$ cat config.mk
export PLATFORM = sky130hd
export DESIGN_NAME = init_table_mac
export DESIGN_NICKNAME = d
export VERILOG_FILES = /design/src/rtl/init_table_mac.sv
export SDC_FILE = /design/constraint.sdc
export NUM_CORES = 1
export LEC_CHECK = 0
export CAP_MARGIN = 40
export CORE_AREA = 2 2 190 136
export DETAILED_ROUTE_END_ITERATION = 8
export DIE_AREA = 0 0 192 138
export PLACE_DENSITY = 0.65
export SLEW_MARGIN = 30
export SYNTH_ARGS = -nofsm -noshare
export SYNTH_HDL_FRONTEND = slang
export SYNTH_SLANG_ARGS = --single-unit
$ cat constraint.sdc
create_clock -name CLK -period 4 [get_ports CLK]
set_input_delay 0.4 -clock CLK [delete_from_list [all_inputs] [get_ports CLK]]
set_output_delay 0.4 -clock CLK [all_outputs]
set_load 0.01 [all_outputs]
$ cat src/rtl/init_table_mac.sv
// init_table_mac: table-driven multiply-accumulate datapath with a
// post-reset table init sequencer, a run-time write port and a result pipe.
module init_table_mac #(
  parameter  int NBITS     = 8,
  parameter  int NROWS     = 4,
  parameter  int NCOLS     = 4,
  parameter  int K_B       = 3,
  parameter  int INIT_BASE = 0,
  parameter  int INIT_STEP = 1,
  parameter  int ACC_INIT  = 21,
  localparam int RW = (NROWS > 1) ? $clog2(NROWS) : 1,
  localparam int CW = (NCOLS > 1) ? $clog2(NCOLS) : 1
) (
  input  logic             CLK,
  input  logic             RST_N,
  input  logic             WR_EN,
  input  logic [RW-1:0]    WR_ROW,
  input  logic [CW-1:0]    WR_COL,
  input  logic [NBITS-1:0] WR_DATA,
  input  logic             IN_VALID,
  output logic             IN_READY,
  input  logic [NBITS-1:0] A,
  input  logic [NBITS-1:0] B,
  input  logic [RW-1:0]    ROW,
  input  logic [CW-1:0]    COL,
  input  logic             CLR_ACC,
  output logic             OUT_VALID,
  output logic [NBITS-1:0] XOUT,
  output logic [NBITS-1:0] ACC,
  output logic             BUSY
);

  localparam int NT = NROWS * NCOLS;
  localparam int IW = (NT > 1) ? $clog2(NT) : 1;
  localparam logic [NBITS-1:0] KB   = NBITS'(K_B);
  localparam logic [IW-1:0]    LAST = IW'(NT - 1);

  typedef enum logic {
    S_INIT,
    S_RUN
  } state_t;

  logic [NBITS-1:0] tbl [NT];

  state_t           state_q;
  logic [IW-1:0]    cnt_q;
  logic             busy_q;
  logic             rdy_q;
  logic [NBITS-1:0] acc_q;
  logic [NBITS-1:0] acc_d;

  logic             v1_q;
  logic [NBITS-1:0] a1_q;
  logic [NBITS-1:0] b1_q;
  logic [NBITS-1:0] t1_q;
  logic [NBITS-1:0] n1_q;

  logic             v2_q;
  logic [NBITS-1:0] diff2_q;
  logic [NBITS-1:0] prod2_q;

  logic             ov_q;
  logic [NBITS-1:0] x_q;

  logic             acc_en;
  logic             rd_ok;
  logic             wr_ok;
  logic [IW-1:0]    rd_idx;
  logic [IW-1:0]    wr_idx;
  logic [NBITS-1:0] t_rd;

  assign acc_en = IN_VALID && rdy_q;

  always_comb begin
    rd_ok  = (int'(ROW) < NROWS) && (int'(COL) < NCOLS);
    wr_ok  = (int'(WR_ROW) < NROWS) && (int'(WR_COL) < NCOLS);
    rd_idx = IW'(int'(ROW) * NCOLS + int'(COL));
    wr_idx = IW'(int'(WR_ROW) * NCOLS + int'(WR_COL));
    t_rd   = '0;
    if (rd_ok) begin
      t_rd = tbl[rd_idx];
    end
    acc_d = (CLR_ACC ? '0 : acc_q) + A + B;
  end

  // Lookup is combinational off the old contents, so a same-cycle
  // write lands after the operand has already sampled its entry.
  always_ff @(posedge CLK) begin
    if (state_q == S_INIT) begin
      tbl[cnt_q] <= NBITS'(INIT_BASE + int'(cnt_q) * INIT_STEP);
    end else if (WR_EN && wr_ok) begin
      tbl[wr_idx] <= WR_DATA;
    end
  end

  always_ff @(posedge CLK or negedge RST_N) begin
    if (!RST_N) begin
      state_q <= S_INIT;
      cnt_q   <= '0;
      busy_q  <= 1'b1;
      rdy_q   <= 1'b0;
      acc_q   <= NBITS'(ACC_INIT);
      v1_q    <= 1'b0;
      a1_q    <= '0;
      b1_q    <= '0;
      t1_q    <= '0;
      n1_q    <= '0;
      v2_q    <= 1'b0;
      diff2_q <= '0;
      prod2_q <= '0;
      ov_q    <= 1'b0;
      x_q     <= '0;
    end else begin
      unique case (state_q)
        S_INIT: begin
          cnt_q <= cnt_q + 1'b1;
          if (cnt_q == LAST) begin
            state_q <= S_RUN;
            busy_q  <= 1'b0;
            rdy_q   <= 1'b1;
          end
        end
        S_RUN: begin
        end
        default: begin
        end
      endcase

      v1_q <= acc_en;
      if (acc_en) begin
        acc_q <= acc_d;
        a1_q  <= A;
        b1_q  <= B;
        t1_q  <= t_rd;
        n1_q  <= acc_d;
      end

      v2_q <= v1_q;
      if (v1_q) begin
        diff2_q <= a1_q - KB * b1_q;
        prod2_q <= n1_q * t1_q;
      end

      ov_q <= v2_q;
      if (v2_q) begin
        x_q <= diff2_q - prod2_q;
      end
    end
  end

  assign IN_READY  = rdy_q;
  assign OUT_VALID = ov_q;
  assign XOUT      = x_q;
  assign ACC       = acc_q;
  assign BUSY      = busy_q;

endmodule

# --- Yosys cells after proc, flatten, opt, wreduce, memory -nomap -nowiden ---
# Memories as Yosys holds them, arrays and structs flattened. A register that Yosys moved wholly into a read port is not among the register bits.
# Index checks and enable logic that the tools add are counted.
word_totals:
  regBits: 66
  memories: 1
  word_cells: 40
  output_inout_bits: 19
  inputBits: 37
  ram_bits: 128
mem_list:
  columns: ["memory", "words", "word_bits", "rd", "rd_clocked_by_memory_dff", "wr", "line", "text"]
  rows:
  - ["tbl", 16, 8, 1, 1, 1, "43", "logic [NBITS-1:0] tbl [NT];"]
classes:
  n_eq_ne: 1
  muxes: 10
  n_mul: 2
  addsub: 7
  bitwise: 1
  reduce_logical: 4
ops:
  columns: ["op", "count"]
  rows:
  - ["$add 8x8->8", 2]
  - ["$mux 8", 2]
  - ["$sub 8x8->8", 2]
  - ["$add 4x2->4", 2]
  - ["$mul 2x8->8 const A", 1]
  - ["$mul 8x8->8", 1]
  - ["$reduce_or 8->1", 1]
  - ["$mux 1", 7]
  - ["$add 4x1->4 const B", 1]
  - ["$eq 4x4->1 const B", 1]
  - ["$mux 4", 1]
  - ["$reduce_and 2->1", 1]
  - ["$logic_and 1x1->1", 1]
  - ["$logic_not 1->1", 1]
  - ["$not 1->1", 1]

# --- Depth between registers and ports, before layout ---
logic_depth:
  ltp_word: 5
  mapped_depth: 15
  ltp_nobuf: 15

# --- Least setup slack after synthesis ---
# Ideal clock, no wire load.
synth_timing:
  kind: "flip-flop to flip-flop"
  startpoint: "register, netlist name ACC[3]"
  endpoint: "register prod2_q[7]"
  setup_ns: 0.135
  period_less_slack_ns: 3.427
  path_stages_with_launch: 14
  path_buffers: 0
  t_arrival_ns: 3.292
  required_time_ns: 3.865
  path_slack_ns: 0.573
  cell_sequence: "dfrtp_1 nand2_1 fa_1 fa_1 inv_1 fa_1 inv_1 fa_1 inv_1 ha_1 a21oi_1 xnor2_1 xnor2_1 a21oi_1"
synth_lines:
  columns: ["element", "line", "text"]
  rows:
  - ["end signal: assignment", "141", "prod2_q <= n1_q * t1_q;"]
  - ["end: declaration", "60", "logic [NBITS-1:0] prod2_q;"]

==> metrics.log <==
[metrics] antenna violations before repair: 0
[metrics] I/O pin total: 56
[metrics] Pre-Repair DR Iteration Count: 7
[metrics] horizontal die dimension: 192 um
[metrics] capture point of the worst reg-to-reg path: prod2_q[7]
[metrics] Non-Filler Cell Area, Final: 0.0113 mm^2
[metrics] First DRT Iteration DRCs: 452
[metrics] mean post-synth cell area: 14.1 um^2
[metrics] Critical R2R Launch: ACC[3]
[metrics] relative area change from synthesis to final layout: 15.9%
[metrics] root buffer cell: sky130_fd_sc_hd__clkbuf_16
[metrics] overall die area: 0.0265 mm^2
[metrics] worst-case hold path end point: ACC[4]
[metrics] total power per unit cell area: 554 mW/mm^2
[metrics] Total Routed Length: 20,600 um
[metrics] Final period util: 0.909
[metrics] data arrival time of the critical path: 3960 ps
[metrics] most common cell after layout, fill and taps aside: sky130_fd_sc_hd__edfxtp_1
[metrics] final count of pins violating max slew: 0
[metrics] flip-flop and latch count after synthesis: 197
[metrics] Warnings, synthesis: 0
[metrics] total gr overflow: 0
[metrics] number of buffers inserted by post-CTS setup repair: 0
[metrics] minimum setup slack among reg-to-reg paths: 360 ps
[metrics] via/cell ratio: 5.01
[metrics] Slew headroom: 0.442
[metrics] commonest non-fill, non-tap cells in the layout: 128 x sky130_fd_sc_hd__edfxtp_1, 92 x sky130_fd_sc_hd__nand2_1, 65 x sky130_fd_sc_hd__dfrtp_1
[metrics] total routing resource utilization after global routing: 0.166
[metrics] hold bufs inserted after CTS: 1
[metrics] number of I/O port buffers: 55
[metrics] number of maximum-capacitance constraint violations: 0
[metrics] final std cells w/o fill: 1,101
[metrics] R2R cell count: 13
[metrics] antenna viol nets, final: 0
[metrics] kind of path behind the tightest hold check: reg2reg
[metrics] count of cells resized by post-cts repair: 0
[metrics] critical path's most frequent cell: sky130_fd_sc_hd__fa_1
[metrics] Cells after Synth: 690
[metrics] routed via count: 5,517
[metrics] total leakage power: 4.60 nW
[metrics] number of inserted diodes: 0
[metrics] total instance count after detailed placement: 1,060
[metrics] fraction of final layout cells sized beyond drive strength 1: 0.130
[metrics] post-placement cell area: 0.0106 mm^2
[metrics] Worst Hold Path Cells: 2
[metrics] starting utilization of the core area: 0.390
[metrics] maximum level of the CTS H-tree: 4
[metrics] number of synthesized flops with an enable pin: 128
[metrics] cell with the largest stage delay on the worst path: sky130_fd_sc_hd__fa_1
[metrics] achievable clock frequency: 275 MHz
[metrics] minimum clock period: 3640 ps
[metrics] number of global-route vias before repair: 5,630
[metrics] CTS clk-pin slew, worst paths: 80 ps
[metrics] ordered list of cells on the worst path: nand2_1 -> fa_1 -> fa_1 -> inv_1 -> fa_1 -> inv_1 -> fa_1 -> inv_1 -> ha_1 -> a21oi_1 -> xnor2_1 -> xnor2_1 -> a21oi_1
[metrics] required time at the endpoint of the critical path: 4320 ps
[metrics] Mapped Area: 0.00976 mm^2
[metrics] final total negative setup slack: 0 ps
[metrics] startpoint kind of the worst setup timing path: flop
[metrics] first-pass GRT wire length: 32,900 um
[metrics] Hold Crit Start: ACC[4]
[metrics] post-synth cell types: 36
[metrics] ys async rst share: 0.350
[metrics] maximum VDD drop: 0.272 mV
[metrics] worst hold-check slack: 472 ps
[metrics] run status: finished clean
[metrics] total CTS buffers: 17
[metrics] clock tree from TritonCTS: done
[metrics] Core Area: 0.0250 mm^2
[metrics] Worst Setup Path Type: reg2reg
[metrics] sequential element share of the synthesized area: 0.571
[metrics] clock latency at the later pin of the worst-skew pair: 440 ps
[metrics] Final HPWL DP: 14,800 um
[metrics] pin count of the biggest net entering global routing: 38
[metrics] delay of the slowest critical-path stage: 530 ps
[metrics] post-synth net total: 794
[metrics] RePlAce Congestion: 0.761
[metrics] actual transition at the worst max-transition pin: 833 ps
[metrics] maximum fanout along the worst path: 8
[metrics] Clock Sink Count: 197
[metrics] Bufs on Longest Clock Path: 2
[metrics] Hold Vio Cnt, Final: 0
[metrics] post-layout util: 0.452
[metrics] Worst Clk Skew: 19.4 ps
[metrics] setup repair after global routing missed its margin: no
[metrics] die height: 138 um
[metrics] detail-routed net length per standard cell: 18.7 um
[metrics] remaining design rule violation count: 0
[metrics] critical path capture point type: flop
[metrics] Layout Nets: 861
[metrics] number of setup violations in the final report: 0
[metrics] count of standard-cell rows: 49
[metrics] most frequently used flop master after synthesis: sky130_fd_sc_hd__edfxtp_1
-- area by class of cell --
cell class	count	area [um^2]
multi-input cells	414	3790
clock buffers	18	439
fillers	2242	13700
well taps	331	414
clock inverters	14	156
inverters	51	191
flip-flops and latches	197	5580
repair buffers	76	751
-- worst max-delay path: cells and delay by family, from the launching register on --
kind	cells	cell delay (ps)
AND/OR/NAND/NOR	1	120
buffers and inverters	3	140
XOR/XNOR	2	300
flip-flops	1	470
AO/OA/AOI/OAI	2	260
adder cells (fa/ha/maj)	5	2250
-- registers in the layout, summed over array words and instances (netlist names), 3 cells and up --
signal and flops:
t1_q 8, a1_q 8, diff2_q 8, tbl 128, n1_q 3, XOUT 8
cnt_q 4, prod2_q 8, ACC 8, b1_q 8
-- logic make-up after synthesis --
kind of cell | Yosys count | share of synthesized area
AO/OA/AOI/OAI | 68 | 0.0401
XOR/XNOR | 43 | 0.0386
adder cells (fa/ha/maj) | 67 | 0.107
buffers and inverters | 79 | 0.0406
flip-flops | 197 | 0.571
multiplexers | 60 | 0.120
AND/OR/NAND/NOR | 176 | 0.0824
-- how the worst max path moves through the flow --
stage                     startpoint         end  slack [ps]
after floorplan               ACC[3]  prod2_q[7]         570
after global placement        ACC[3]  prod2_q[7]         410
after detailed placement      ACC[3]  prod2_q[7]         310
after CTS                     ACC[3]  prod2_q[7]         290
after global routing          ACC[3]  prod2_q[7]         170
final                         ACC[3]  prod2_q[7]         360
-- stage by stage --
stage / worst slack [ps] / power (mW)
after floorplan: 573 / 4.00
after global placement: 408 / 4.58
after detailed placement: 311 / 4.60
after CTS: 293 / 6.33
after global routing: 165 / 6.70
final: 364 / 6.27
-- cell usage after synthesis (16+ instances only) --
library cell,number,area share
sky130_fd_sc_hd__a21oi_1,17,0.0087
sky130_fd_sc_hd__and2_1,22,0.014
sky130_fd_sc_hd__dfrtp_1,65,0.17
sky130_fd_sc_hd__edfxtp_1,128,0.39
sky130_fd_sc_hd__fa_1,27,0.055
sky130_fd_sc_hd__ha_1,40,0.051
sky130_fd_sc_hd__inv_1,51,0.020
sky130_fd_sc_hd__mux2_2,16,0.018
sky130_fd_sc_hd__mux4_2,26,0.060
sky130_fd_sc_hd__nand2_1,92,0.035
sky130_fd_sc_hd__nor2_1,25,0.0096
sky130_fd_sc_hd__o21ai_0,28,0.014
sky130_fd_sc_hd__xnor2_1,32,0.029
-- where the power goes --
group          switching, mW  internal, mW
Combinational           1.00          1.01
Clock                  0.848         0.859
Sequential             0.166          2.39
Total                   2.01          4.25
-- routing by layer --
layer | wire (um) | vias up | track usage
li1 | - | 2579 | -
met3 | 1070 | 13 | 0.0343
met4 | 161 | 0 | 0.0374
met1 | 10700 | 2796 | 0.271
met5 | 0 | - | 0
met2 | 8620 | 129 | 0.226
Power figures use the tool's default switching activity.
